===== config.mk =====
export PLATFORM = sky130hd
export DESIGN_NAME = out_fifo_sync
export DESIGN_NICKNAME = d
export VERILOG_FILES = /design/src/rtl/out_fifo_pkg.sv /design/src/rtl/out_fifo_mem.sv /design/src/rtl/out_fifo_sync.sv
export SDC_FILE = /design/constraint.sdc
export NUM_CORES = 1
export LEC_CHECK = 0
export BUFFER_PORTS_ARGS = -buffer_cell sky130_fd_sc_hd__buf_2
export CORE_ASPECT_RATIO = 1.25
export CORE_MARGIN = 10
export CORE_UTILIZATION = 45
export CTS_CLUSTER_SIZE = 14
export DETAILED_ROUTE_END_ITERATION = 10
export GPL_ROUTABILITY_DRIVEN = 1
export PLACE_DENSITY = 0.61
export SYNTH_ARGS = -nofsm -noshare
export SYNTH_HDL_FRONTEND = slang
export SYNTH_SLANG_ARGS = --single-unit

===== constraint.sdc =====
create_clock -name i_clk -period 9.25 [get_ports i_clk]
set_input_delay 1.85 -clock i_clk [delete_from_list [all_inputs] [get_ports i_clk]]
set_output_delay 1.85 -clock i_clk [all_outputs]
set_load 0.1 [all_outputs]

===== src/rtl/out_fifo_pkg.sv =====
// Shared width helpers for the PHY output FIFO.
package out_fifo_pkg;

  function automatic int qw_width(input int narrow, input int din_w);
    if (narrow != 0) begin
      return din_w / 2;
    end else begin
      return din_w;
    end
  endfunction

  function automatic int ptr_width(input int depth);
    if (depth > 1) begin
      return $clog2(depth);
    end else begin
      return 1;
    end
  endfunction

  function automatic int cnt_width(input int depth);
    return $clog2(depth) + 1;
  endfunction

endpackage


===== src/rtl/out_fifo_mem.sv =====
// Storage array for the output FIFO: one synchronous write port, one asynchronous read port.
module out_fifo_mem
  import out_fifo_pkg::*;
#(
  parameter int DEPTH = 8,
  parameter int W     = 80,
  parameter int PW    = ptr_width(DEPTH)
) (
  input  logic          clk,
  input  logic          we,
  input  logic [PW-1:0] waddr,
  input  logic [W-1:0]  wdata,
  input  logic [PW-1:0] raddr,
  output logic [W-1:0]  rdata
);

  logic [W-1:0] mem_r [DEPTH];

  // Write port; storage is deliberately not reset.
  always_ff @(posedge clk) begin
    if (we) begin
      mem_r[waddr] <= wdata;
    end
  end

  assign rdata = mem_r[raddr];

endmodule


===== src/rtl/out_fifo_sync.sv =====
// Single-clock output FIFO with optional 2:1 per-channel serialisation, occupancy
// count, registered threshold flags and overflow/underflow pulses.
module out_fifo_sync
  import out_fifo_pkg::*;
#(
  parameter int CHANNELS       = 10,
  parameter int DIN_W          = 8,
  parameter int DEPTH          = 8,
  parameter int AE_LEVEL       = 1,
  parameter int AF_LEVEL       = 1,
  parameter int NARROW_MODE    = 1,
  parameter int OUTPUT_DISABLE = 0
) (
  input  logic                                           i_clk,
  input  logic                                           i_rst,
  input  logic                                           i_wren,
  input  logic [CHANNELS*DIN_W-1:0]                      i_d,
  input  logic                                           i_rden,
  output logic [CHANNELS*qw_width(NARROW_MODE,DIN_W)-1:0] o_q,
  output logic                                           o_empty,
  output logic                                           o_almost_empty,
  output logic                                           o_full,
  output logic                                           o_almost_full,
  output logic [cnt_width(DEPTH)-1:0]                    o_count,
  output logic                                           o_overflow,
  output logic                                           o_underflow
);

  localparam int QW     = qw_width(NARROW_MODE, DIN_W);
  localparam int PW     = ptr_width(DEPTH);
  localparam int CW     = cnt_width(DEPTH);
  localparam int W      = CHANNELS * DIN_W;
  localparam int HOFS   = (NARROW_MODE != 0) ? QW : 0;
  localparam int AE_THR = (AE_LEVEL > DEPTH) ? DEPTH : AE_LEVEL;
  localparam int AF_THR = (AF_LEVEL >= DEPTH) ? 0 : DEPTH - AF_LEVEL;

  localparam logic [CW-1:0] DEPTH_C  = CW'(DEPTH);
  localparam logic [CW-1:0] AE_C     = CW'(AE_THR);
  localparam logic [CW-1:0] AF_C     = CW'(AF_THR);
  localparam logic [CW-1:0] CNT_ONE  = CW'(1);
  localparam logic [PW-1:0] PTR_ONE  = PW'(1);
  localparam logic          AF_RST   = (AF_LEVEL >= DEPTH) ? 1'b1 : 1'b0;

  logic [PW-1:0]        wr_ptr_r, rd_ptr_r;
  logic [CW-1:0]        count_r;
  logic                 phase_r;
  logic [CHANNELS*QW-1:0] q_r;
  logic                 empty_r, ae_r, full_r, af_r, ovf_r, udf_r;

  logic                 rd_ok_s, pop_s, wr_ok_s, phase_nxt_s;
  logic [CW-1:0]        count_nxt_s;
  logic [W-1:0]         rd_word_s;
  logic [CHANNELS*QW-1:0] beat_s, q_nxt_s;

  out_fifo_mem #(
    .DEPTH (DEPTH),
    .W     (W),
    .PW    (PW)
  ) u_mem (
    .clk   (i_clk),
    .we    (wr_ok_s),
    .waddr (wr_ptr_r),
    .wdata (i_d),
    .raddr (rd_ptr_r),
    .rdata (rd_word_s)
  );

  // Per-channel beat selection from the head entry (low half in phase 0).
  always_comb begin
    beat_s = '0;
    for (int c = 0; c < CHANNELS; c++) begin
      beat_s[c*QW +: QW] = rd_word_s[c*DIN_W + (phase_r ? HOFS : 0) +: QW];
    end
  end

  // Handshake qualification, next count, next phase and next read data.
  always_comb begin
    rd_ok_s = i_rden & ~empty_r;
    if (NARROW_MODE != 0) begin
      pop_s       = rd_ok_s & phase_r;
      phase_nxt_s = rd_ok_s ? ~phase_r : phase_r;
    end else begin
      pop_s       = rd_ok_s;
      phase_nxt_s = 1'b0;
    end
    // A write into a full FIFO only fits if this cycle frees the head slot.
    wr_ok_s = i_wren & (~full_r | pop_s);

    case ({wr_ok_s, pop_s})
      2'b10:   count_nxt_s = count_r + CNT_ONE;
      2'b01:   count_nxt_s = count_r - CNT_ONE;
      default: count_nxt_s = count_r;
    endcase

    if (rd_ok_s) begin
      q_nxt_s = beat_s;
    end else if (OUTPUT_DISABLE != 0) begin
      q_nxt_s = '0;
    end else begin
      q_nxt_s = q_r;
    end
  end

  // State and registered outputs; flags follow the next count so they track o_count.
  always_ff @(posedge i_clk or posedge i_rst) begin
    if (i_rst) begin
      wr_ptr_r <= '0;
      rd_ptr_r <= '0;
      count_r  <= '0;
      phase_r  <= 1'b0;
      q_r      <= '0;
      empty_r  <= 1'b1;
      ae_r     <= 1'b1;
      full_r   <= 1'b0;
      af_r     <= AF_RST;
      ovf_r    <= 1'b0;
      udf_r    <= 1'b0;
    end else begin
      if (wr_ok_s) begin
        wr_ptr_r <= wr_ptr_r + PTR_ONE;
      end
      if (pop_s) begin
        rd_ptr_r <= rd_ptr_r + PTR_ONE;
      end
      count_r <= count_nxt_s;
      phase_r <= phase_nxt_s;
      q_r     <= q_nxt_s;
      empty_r <= (count_nxt_s == '0);
      ae_r    <= (count_nxt_s <= AE_C);
      full_r  <= (count_nxt_s == DEPTH_C);
      af_r    <= (count_nxt_s >= AF_C);
      ovf_r   <= i_wren & ~wr_ok_s;
      udf_r   <= i_rden & empty_r;
    end
  end

  assign o_q            = q_r;
  assign o_empty        = empty_r;
  assign o_almost_empty = ae_r;
  assign o_full         = full_r;
  assign o_almost_full  = af_r;
  assign o_count        = count_r;
  assign o_overflow     = ovf_r;
  assign o_underflow    = udf_r;

endmodule


==> Yosys cells after proc, flatten, opt, wreduce, memory -nomap -nowiden <==
Memory sizes are Yosys's and may differ from the RTL's.
Cells that the tools add are included.
Widths: inputs -> output; s select.
{ "classes": {"addsub": 13, "order_cmp": 2, "eq_ne": 3, "n_shift": 10, "muxes": 4, "bitwise": 10, "reduce_logical": 1} }
{ "ops": {"columns": ["op", "n"], "rows": [
  ["$shiftx 80x32->4", 9],
  ["$add 7x32->32 const A", 4],
  ["$shiftx 80x9->4", 1],
  ["$add 6x32->32 const A", 2],
  ["$add 5x32->32 const A", 1],
  ["$add 8x32->32 const A", 1],
  ["$add 7x3->8 const A", 1],
  ["$pmux 4 s2", 1],
  ["$add 3x1->3 const B", 2],
  ["$and 1x1->1", 5],
  ["$add 4x1->4 const B", 1],
  ["$eq 4x4->1 const B", 1],
  ["$ge 4x3->1 const B", 1],
  ["$le 4x1->1 const B", 1],
  ["$logic_not 4->1", 1],
  ["$not 1->1", 4],
  ["$sub 4x1->4 const B", 1],
  ["$mux 3", 1],
  ["$eq 2x1->1 const B", 1],
  ["$eq 2x2->1 const B", 1],
  ["$mux 1", 2],
  ["$or 1x1->1", 1]
]} }
{ "totals": {"reg_bits": 57, "ram_bits": 640, "inputBits": 84, "out_inout_bits": 50, "word_cells": 55, "mem_count": 1} }
{ "memory_table": {"columns": ["memory", "words", "width", "rd", "rd_ports_with_merged_regs", "wr", "line_no", "rtl"], "rows": [
  ["u_mem.mem_r", 8, 80, 1, 0, 1, "out_fifo_mem.sv:17", "logic [W-1:0] mem_r [DEPTH];"]
]} }

==> Logic depth before layout (Yosys ltp) <==
Gate-level depths: netlist of run 1.
{ "logic_depth": {"word_depth": 8, "mapped_depth": 11, "ltp_nobuf": 10} }

==> By module <==
Synthesis of run 1 repeated with hierarchy kept, for this count alone.
{ "hier_totals": {"hier_cells": 1176, "area_unflattened_um2": 26688.1} }
{ "by_module_without_submodules": {"columns": ["module", "instances", "cells_per_inst", "area_each_um2", "seq_area_each_um2"], "rows": [
  ["out_fifo_mem", 1, 938, 24053.1, 19218.4],
  ["out_fifo_sync", 1, 238, 2635.0, 1428.9]
]} }

==> Worst setup path before layout of run 1 <==
No wires, ideal clock.
{ "synth_timing": {"path_kind": "input -> register", "start": "input port i_rden", "end": "memory u_mem.mem_r[0][0] (enable)", "setup_time_ps": 616, "arrival_ps": 7872, "required_ps": 8634, "setup_slack_ps": 762, "cell_stages": 4, "path_buffers": 0, "cell_sequence": "nand3b_1 a21boi_1 nand2b_1 nor3_1"} }
{ "synth_via": {"elab_chain_cells": 6} }
{ "synth_lines": {"columns": ["item", "line_no", "rtl"], "rows": [
  ["start: declaration", "out_fifo_sync.sv:18", "input logic i_rden,"],
  ["$and 1x1->1", "out_fifo_sync.sv:78", "rd_ok_s = i_rden & ~empty_r;"],
  ["$and 1x1->1", "out_fifo_sync.sv:80", "pop_s = rd_ok_s & phase_r;"],
  ["$or 1x1->1", "out_fifo_sync.sv:87", "wr_ok_s = i_wren & (~full_r | pop_s);"],
  ["$and 1x1->1", "out_fifo_sync.sv:87", null],
  ["$mux 1", "out_fifo_mem.sv:21", "if (we) begin"],
  ["$mux 1 (implied by the code)", "out_fifo_mem.sv:22", "mem_r[waddr] <= wdata;"],
  ["end: declaration", "out_fifo_mem.sv:17", null]
]} }
Every way passes these cells.

==> Final worst setup path of run 1 <==
{ "layout_timing": {"start": "input port i_rden", "end": "memory u_mem.mem_r[4][43] (enable)"} }
The elaborated chain is that of the path after synthesis.

==> results of run 1 <==
==> stage by stage <==
step / area (sq um) / utilization / setup slack [ns]
5_1_grt: 30500 / 0.514 / 4.46
3_3_place_gp: 28300 / 0.477 / 4.18
4_1_cts: 30500 / 0.514 / 4.65
3_5_place_dp: 28300 / 0.477 / 4.04
6_report: 30500 / 0.514 / 4.65
2_1_floorplan: 27000 / - / 0.762
==> final timing paths <==
check                                          endpoint                start  cells past startpoint
min in group asynchronous           o_q[10]$_DFFE_PP0N_                i_rst                      3
max reg2reg                u_mem.mem_r[4][43]$_DFFE_PP_    o_empty$_DFF_PP1_                      5
min                                 o_q[32]$_DFFE_PP0N_  o_q[32]$_DFFE_PP0N_                      2
max in group asynchronous       rd_ptr_r[0]$_DFFE_PP0P_                i_rst                      3
max                        u_mem.mem_r[4][43]$_DFFE_PP_               i_rden                      6
min reg2reg                         o_q[32]$_DFFE_PP0N_  o_q[32]$_DFFE_PP0N_                      2
==> worst max-delay path: stages <==
cell      delay, ns
buf_2          0.09
nand3b_1       0.15
a21boi_1       0.48
nand2b_1       0.36
nor2_4         0.93
buf_4          0.87
==> routing by layer <==
metal,vias to the layer above,global-route usage,part of all wire
li1,5824,-,-
met1,6820,0.218,0.43
met2,338,0.275,0.49
met3,103,0.0323,0.054
met4,16,0.0600,0.024
met5,-,0,0.0015
==> power groups by stage <==
| stage | registers [uW] | logic (uW) | clock network [uW] |
|---|---|---|---|
| floorplan | 5020 | 1980 | 0 |
| global placement | 4370 | 3410 | 0 |
| detailed placement | 4390 | 3450 | 0 |
| CTS | 4330 | 3460 | 2780 |
| global route | 4370 | 3620 | 2900 |
| finish | 4320 | 3400 | 2720 |
==> cells by family (layout without fill, tap and decap cells) <==
| kind of cell | count (synthesis) | after routing | share of synthesized area |
|---|---|---|---|
| multiplexers | 283 | 283 | 0.145 |
| AND/OR/NAND/NOR | 161 | 161 | 0.0302 |
| AO/OA/AOI/OAI | 128 | 128 | 0.0335 |
| buffers and inverters | 80 | 285 | 0.0205 |
| flip-flops | 697 | 697 | 0.766 |
| adder cells (fa/ha/maj) | 5 | 5 | 0.00232 |
| other | 0 | 4 | 0 |
| XOR/XNOR | 7 | 7 | 0.00227 |
==> area by class of cell <==
| cell class | count | area (sq um) |
|---|---|---|
| fillers | 4640 | 28900 |
| repair buffers | 159 | 873 |
| flip-flops and latches | 697 | 20700 |
| clock buffers | 94 | 1840 |
| well taps | 765 | 957 |
| inverters | 3 | 11.3 |
| multi-input cells | 584 | 5840 |
| diodes | 4 | 10.0 |
| clock inverters | 29 | 348 |
==> state kept, by name, indices dropped and copies added, names as in the netlist <==
register and flops:
o_overflow 1, phase_r 1, o_q 40, o_count 4
wr_ptr_r 3, o_full 1, o_almost_empty 1, u_mem.mem_r 640
o_underflow 1, o_almost_full 1, o_empty 1, rd_ptr_r 3
==> placed cells by master (no fill, tap or decap), types with 4 or more instances in the layout <==
cell type / instances
nand2_1: 10
a31oi_1: 40
mux4_1: 21
nor2_4: 7
edfxtp_1: 640
clkinv_2: 8
nand3_1: 41
mux2i_1: 201
inv_6: 5
buf_4: 25
nor2_1: 41
dfrtp_1: 51
a22oi_1: 80
clkinv_1: 6
clkbuf_1: 22
clkbuf_16: 68
ha_1: 5
clkbuf_8: 4
bufinv_16: 7
diode_2: 4
or2_1: 40
buf_2: 133
xnor2_1: 5
mux4_2: 59
==> metrics, run 1 <==
status=finished, final reports clean; Syn Inst Count=1361; layout cells sized above 1=0.215; Routed Antenna Nets=0; ys async rst share=0.0818; CTS Hold Buffers Added=0; Worst-Skew Late Latency=roughly 0.60 ns; drt wl/cell=25.2 microns; Core Area=roughly 60000 sq um; vias=13100; DR pass1 iterations=4; first-pass GRT wire length=just under 90 mm; Clock Pin Slew Worst Setup and Hold Paths=0.06 ns; final hold violations=0; Post-Syn Area=about 27000 sq um; Detailed Place HPWL=32.4 mm; largest net degree at the start of global routing=between 100 and 150; 1st-iter DRT viols=just under 800; Routed WL=58.9 mm; post-route clock period utilization=0.497; Clock Power Share=0.260; clk_skew=around 0.019 ns; power per cell area=roughly 340 nW/um^2; Die Y=~290 microns; Tot GR Track Use=0.167; die width=roughly 240 microns; Max Cap Viol=0; row cnt=100; VDD IR max=~0.23 mV; #FFs+latches synth=around 700; clk sink count=~700; top_reg_cell synth=edfxtp_1; Vias/cell=5.61; Worst Path Max Fanout=54; unrepaired setup endpoints after global routing=false; fin. max-slew vios=0; Num CTS Buffers=67; register area share after synthesis=0.766; Final min period=4.60 ns; synthesized area per cell=~20 sq um; Worst setup SP type=primary input; slew margin rel.=0.209; initial core utilization=0.454; # port buffers=between 100 and 150; switching share of power=0.356; setup violators final=0; P_int=6730 uW; Flop pwr share=0.414; grt total ovfl=0; Cells after DPL=2208; vias in the first global route=about 14000; fin nets=about 1600; Resize count post-CTS=0; Mapped Nets=around 1500; Synth cell types=40; Root Driver=clkbuf_16; TritonCTS clock tree=yes; H-tree depth=3; r2r setup slk=~5.5 ns; list of most frequent post-synthesis cells=edfxtp_1 (640), mux2i_1 (201), a22oi_1 (80); Layout area overhead=13.3%; Post-synth EDFFs=640; # DRC=0; # IOs=approximately 130; Post-Layout Cell Count=about 2300; WP data required=9.46 ns; die area=about 70000 sq um; Leak Pwr=~0.011 uW; Setup CP Type=in2reg; WHS=~0.55 ns; Max Clock Freq=217 MHz; post-synth top area share=0.713; routability cong.=between 0.7 and 0.8; cell taking the most area after synthesis=edfxtp_1; Area contributors post-synth=edfxtp_1 (71%), mux2i_1 (7.5%), dfrtp_1 (5.1%), mux4_2 (4.9%), a22oi_1 (2.2%); Logic pwr share=0.326; Tightest Pin Transition=1.19 ns; Setup TNS=0 ns; total power=10400 uW; Worst setup EP type=flip-flop; initial antenna violation count=17; count leader, synth=edfxtp_1; Arrival @ worst endpoint=approximately 4.8 ns; CTS max path bufs=3; setup bufs post-CTS=0; HP Class=reg2reg; P_sw=approximately 3700 uW; synth warn=0
No activity file was read; power rests on OpenSTA's default activity.
==> run 2, diff against run 1 <==
ABC_AREA = 1   (was default)
clock period = 4.38 ns   (was 9.25 ns; I/O delays follow)
==> metrics, run 2 <==
post-layout util=0.517; clk_skew=0.0208 ns; fin nets=2275; Die Y=roughly 290 microns; initial core utilization=0.456; Setup TNS=0 ns; Worst setup EP type=flip-flop; post-synth top area share=0.706; Syn Inst Count=~2100; total power=around 23000 uW; # IOs=~130; Synth cell types=23; Resize count post-CTS=0; status=finished, final reports clean; Tot GR Track Use=0.192; largest net degree at the start of global routing=approximately 230; Post-synth EDFFs=640; Clock Pin Slew Worst Setup and Hold Paths=about 0.060 ns; most frequent cells in the layout=edfxtp_1 (640), nor2_1 (525), o21ai_0 (279); register bank with the most flops=u_mem.mem_r; routability cong.=0.792; cell taking the most area after synthesis=edfxtp_1; synth warn=0; ys async rst share=0.0818; VDD IR max=0.832 mV; clk sink count=between 600 and 700; Final min period=around 2.8 ns; drt wl/cell=22.7 microns; DR pass1 iterations=5; Post-Syn Area=27200 sq um; Tightest Pin Transition=1.14 ns; final hold violations=0; Vias/cell=5.63; layout cells sized above 1=0.125; CTS Hold Buffers Added=0; # port buffers=around 130; # DRC=0; top_reg_cell synth=edfxtp_1; grt total ovfl=0; Routed Antenna Nets=0; 1st-iter DRT viols=1487; HP Class=reg2reg; CTS max path bufs=3; slew margin rel.=0.241; unrepaired setup endpoints after global routing=false; register area share after synthesis=0.758; first-pass GRT wire length=slightly above 100 mm; vias=16900; #FFs+latches synth=697; TritonCTS clock tree=yes; Fill cells=around 5000; WP data required=4.91 ns; Worst Path Max Fanout=36; H-tree depth=3; setup bufs post-CTS=0; die width=around 240 microns; setup violators final=0; list of most frequent post-synthesis cells=edfxtp_1 (640), nor2_1 (535), o21ai_0 (279); post-route clock period utilization=0.638; Detailed Place HPWL=roughly 36 mm; Post-DP Area=28600 sq um; Largest register FFs=640; count leader, synth=edfxtp_1; Setup CP Type=reg2reg; Worst-Skew Late Latency=0.61 ns; Root Driver=clkbuf_16; Area contributors post-synth=edfxtp_1 (71%), nor2_1 (7.4%), o21ai_0 (5.1%), dfrtp_1 (5.1%), o211ai_1 (3.3%); Layout area overhead=13.3%; Mapped Nets=around 2200; initial antenna violation count=13; Max Cap Viol=0; commonest non-fill, non-tap cell in the layout=edfxtp_1; r2r setup slk=between 1.5 and 2 ns; Post-Layout Inst Area=30800 sq um; Arrival @ worst endpoint=about 3.3 ns; fin. max-slew vios=0; synthesized area per cell=approximately 13 sq um; WHS=0.486 ns; power per cell area=between 700 and 800 nW/um^2; vias in the first global route=roughly 17000; Routed WL=between 60 and 70 mm; Num CTS Buffers=around 70; Worst setup SP type=flip-flop; Max Clock Freq=approximately 360 MHz; die area=70800 sq um; Core Area=roughly 60000 sq um; row cnt=100; Leak Pwr=0.0104 uW
## run 2: worst paths after layout
path / start / to / cells past startpoint
worst min register to register: o_empty$_DFF_PP1_ / o_underflow$_DFF_PP0_ / 2
max in group asynchronous: i_rst / rd_ptr_r[1]$_DFFE_PP0P_ / 3
worst min-delay path: o_empty$_DFF_PP1_ / o_underflow$_DFF_PP0_ / 2
min in group asynchronous: i_rst / o_count[1]$_DFF_PP0_ / 2
worst max-delay path: rd_ptr_r[2]$_DFFE_PP0P_ / o_q[27]$_DFFE_PP0N_ / 5
worst max register to register: rd_ptr_r[2]$_DFFE_PP0P_ / o_q[27]$_DFFE_PP0N_ / 5
## run 2: area by class of cell
cell class	count	area (sq um)	area share
Antenna cell	4	10.0	0.000324
Clock buffer	103	2010	0.0651
Clock inverter	23	190	0.00616
Inverter	22	91.3	0.00296
Multi-Input combinational cell	1233	5860	0.190
Sequential cell	697	20700	0.670
Tap cell	765	957	0.0310
Timing Repair Buffer	161	1080	0.0349
## run 2: critical path, stage by stage (launching register included)
cell and delay [ns]:
dfrtp_4 0.78, clkinv_2 0.81, buf_4 0.53, o211ai_1 0.16
nand3_1 0.23, nand3_1 0.17
## run 2: stage by stage
step           std cells  setup WS (ns)
6_report            3008           1.59
5_1_grt             3007           1.37
4_1_cts             3004           1.60
3_5_place_dp        2878           1.16
3_3_place_gp        2878           1.17
2_1_floorplan       2087          -1.12
## run 2: power by group
part,switching (uW),internal (uW)
sequential,565,8520
clock,2430,3360
combinational,5930,1840
## run 2: kinds of logic after synthesis
group,Yosys count,share of synthesized area
AND/OR/NAND/NOR,776,0.115
flip-flops,697,0.758
AO/OA/AOI/OAI,446,0.0930
buffers and inverters,157,0.0292
XOR/XNOR,6,0.00193
adder cells (fa/ha/maj),5,0.00230
## run 2: per-layer routing
layer	vias to the layer above	track usage	wire, microns
met4	12	0.0813	2280
met5	-	0	71
li1	7782	-	-
met3	141	0.0322	3710
met2	508	0.330	34400
met1	8494	0.235	27800
==> run 3, diff against run 2 <==
clock period = 2.7 ns   (was 4.38 ns; I/O delays follow)
==> metrics, run 3 (same netlist as run 2, synthesis figures left out) <==
post-route clock period utilization=0.890; Worst-Skew Late Latency=0.62 ns; Layout area overhead=14.7%; Vias/cell=5.64; Die Y=roughly 300 microns; fin nets=2287; largest net degree at the start of global routing=about 130; Worst setup SP type=flip-flop; setup bufs post-CTS=0; clk sink count=697; die width=240 microns; Routed WL=70.8 mm; TritonCTS clock tree=yes; Worst Path Max Fanout=5; Multi-input gate area=5880 sq um; grt total ovfl=0; DR pass1 iterations=5; vias in the first global route=approximately 17000; Leak Pwr=roughly 0.011 uW; Final min period=approximately 2.4 ns; unrepaired setup endpoints after global routing=false; initial antenna violation count=6; Fill cells=around 5000; # port buffers=133; Root Driver=clkbuf_16; setup violators final=0; Arrival @ worst endpoint=slightly below 3 ns; H-tree depth=3; first-pass GRT wire length=~110 mm; Routed Antenna Nets=0; vias=17000; Post-DP Area=approximately 29000 sq um; CTS max path bufs=3; # IOs=roughly 130; Core Area=59700 sq um; Max Cap Viol=0; Worst setup EP type=flip-flop; Num CTS Buffers=around 70; Post-Layout Inst Area=31200 sq um; Max Clock Freq=416 MHz; clk_skew=about 0.027 ns; row cnt=100; most frequent cells in the layout=edfxtp_1 (640), nor2_1 (525), o21ai_0 (277); reg2reg start=o_empty$_DFF_PP1_; status=finished, final reports clean; HP Class=in2async; VDD IR max=approximately 1.2 mV; final hold violations=0; fin. max-slew vios=0; die area=roughly 71000 sq um; Clock Pin Slew Worst Setup and Hold Paths=about 0.06 ns; slew margin rel.=0.425; # DRC=0; WP data required=3.21 ns; power per cell area=1210 nW/um^2; commonest non-fill, non-tap cell in the layout=edfxtp_1; 1st-iter DRT viols=around 1500; Tot GR Track Use=0.198; layout cells sized above 1=0.134; Worst Setup SP=o_empty$_DFF_PP1_; Largest register FFs=640; register area=20700 sq um; routability cong.=approximately 0.83; drt wl/cell=23.4 microns; Setup CP Type=reg2reg; total power=~38000 uW; register bank with the most flops=u_mem.mem_r; Tightest Pin Transition=0.863 ns; Detailed Place HPWL=slightly above 40 mm; initial core utilization=0.456
[run 3: path summary, 6_finish.rpt]
kind / endpoint / slack, ns / depth (start not counted)
setup / recovery: o_full$_DFF_PP0_ / 0.30 / 16
hold / removal: o_count[3]$_DFF_PP0_ / 0.12 / 2
setup reg to reg: o_full$_DFF_PP0_ / 0.30 / 16
hold reg to reg: o_q[25]$_DFFE_PP0N_ / 0.50 / 2
max in group asynchronous: o_q[25]$_DFFE_PP0N_ / 1.92 / 3
min in group i_clk: u_mem.mem_r[7][28]$_DFFE_PP_ / 0.19 / 1
[run 3: stage by stage]
| stage | std cells | setup TNS, ns | util | setup slack, ns | hold slack (ns) |
|---|---|---|---|---|---|
| 2_1_floorplan | 2087 | -76.63 | - | -0.156 | 0.519 |
| 3_3_place_gp | 2893 | 0 | 0.485 | 0.169 | 0.489 |
| 3_5_place_dp | 2893 | 0 | 0.485 | 0.0804 | 0.490 |
| 4_1_cts | 3017 | 0 | 0.523 | 0.142 | 0.119 |
| 5_1_grt | 3018 | 0 | 0.523 | 0.0834 | 0.156 |
| 6_report | 3020 | 0 | 0.523 | 0.296 | 0.118 |
[run 3: what timing repair did]
action,4_1_cts,5_1_grt
endpoints found under the setup margin,0,1
gates resized for setup,0,2
hold buffers,0,0
[run 3: where the power goes]
group	leakage [uW]	internal, uW	total, uW	switching (uW)
Clock	0.00111	5670	9610	3930
Sequential	0.00650	13800	14700	864
Combinational	0.00298	3300	13400	10100
[run 3: per-layer routing]
metal | routed length, microns | GRT usage | vias to the layer above | part of all wire
met5 | 29 | 0 | - | 0.00041
met2 | 36100 | 0.345 | 582 | 0.51
met4 | 2490 | 0.0854 | 4 | 0.035
li1 | - | - | 7809 | -
met3 | 4090 | 0.0329 | 128 | 0.058
met1 | 28000 | 0.240 | 8521 | 0.40
[run 3: critical path, stage by stage (launching register included)]
cell	delay, ns
dfstp_4	0.62
inv_2	0.04
nand2_4	0.06
nor2_4	0.05
o21ai_4	0.21
ha_1	0.26
nand2_1	0.06
inv_1	0.08
nor2_1	0.05
ha_1	0.17
a21oi_1	0.17
inv_1	0.06
nand2_1	0.06
nand3_1	0.06
nand2_1	0.10
nand3_1	0.11
nor2_1	0.14
[run 3: layout make-up]
type,count,area share
sequential,697,0.662
inverter,22,0.00292
clock buffer,93,0.0615
multi-input combinational,1233,0.188
timing repair buffer,176,0.0437
clock inverter,31,0.0113
tap,765,0.0306
antenna,3,0.000240
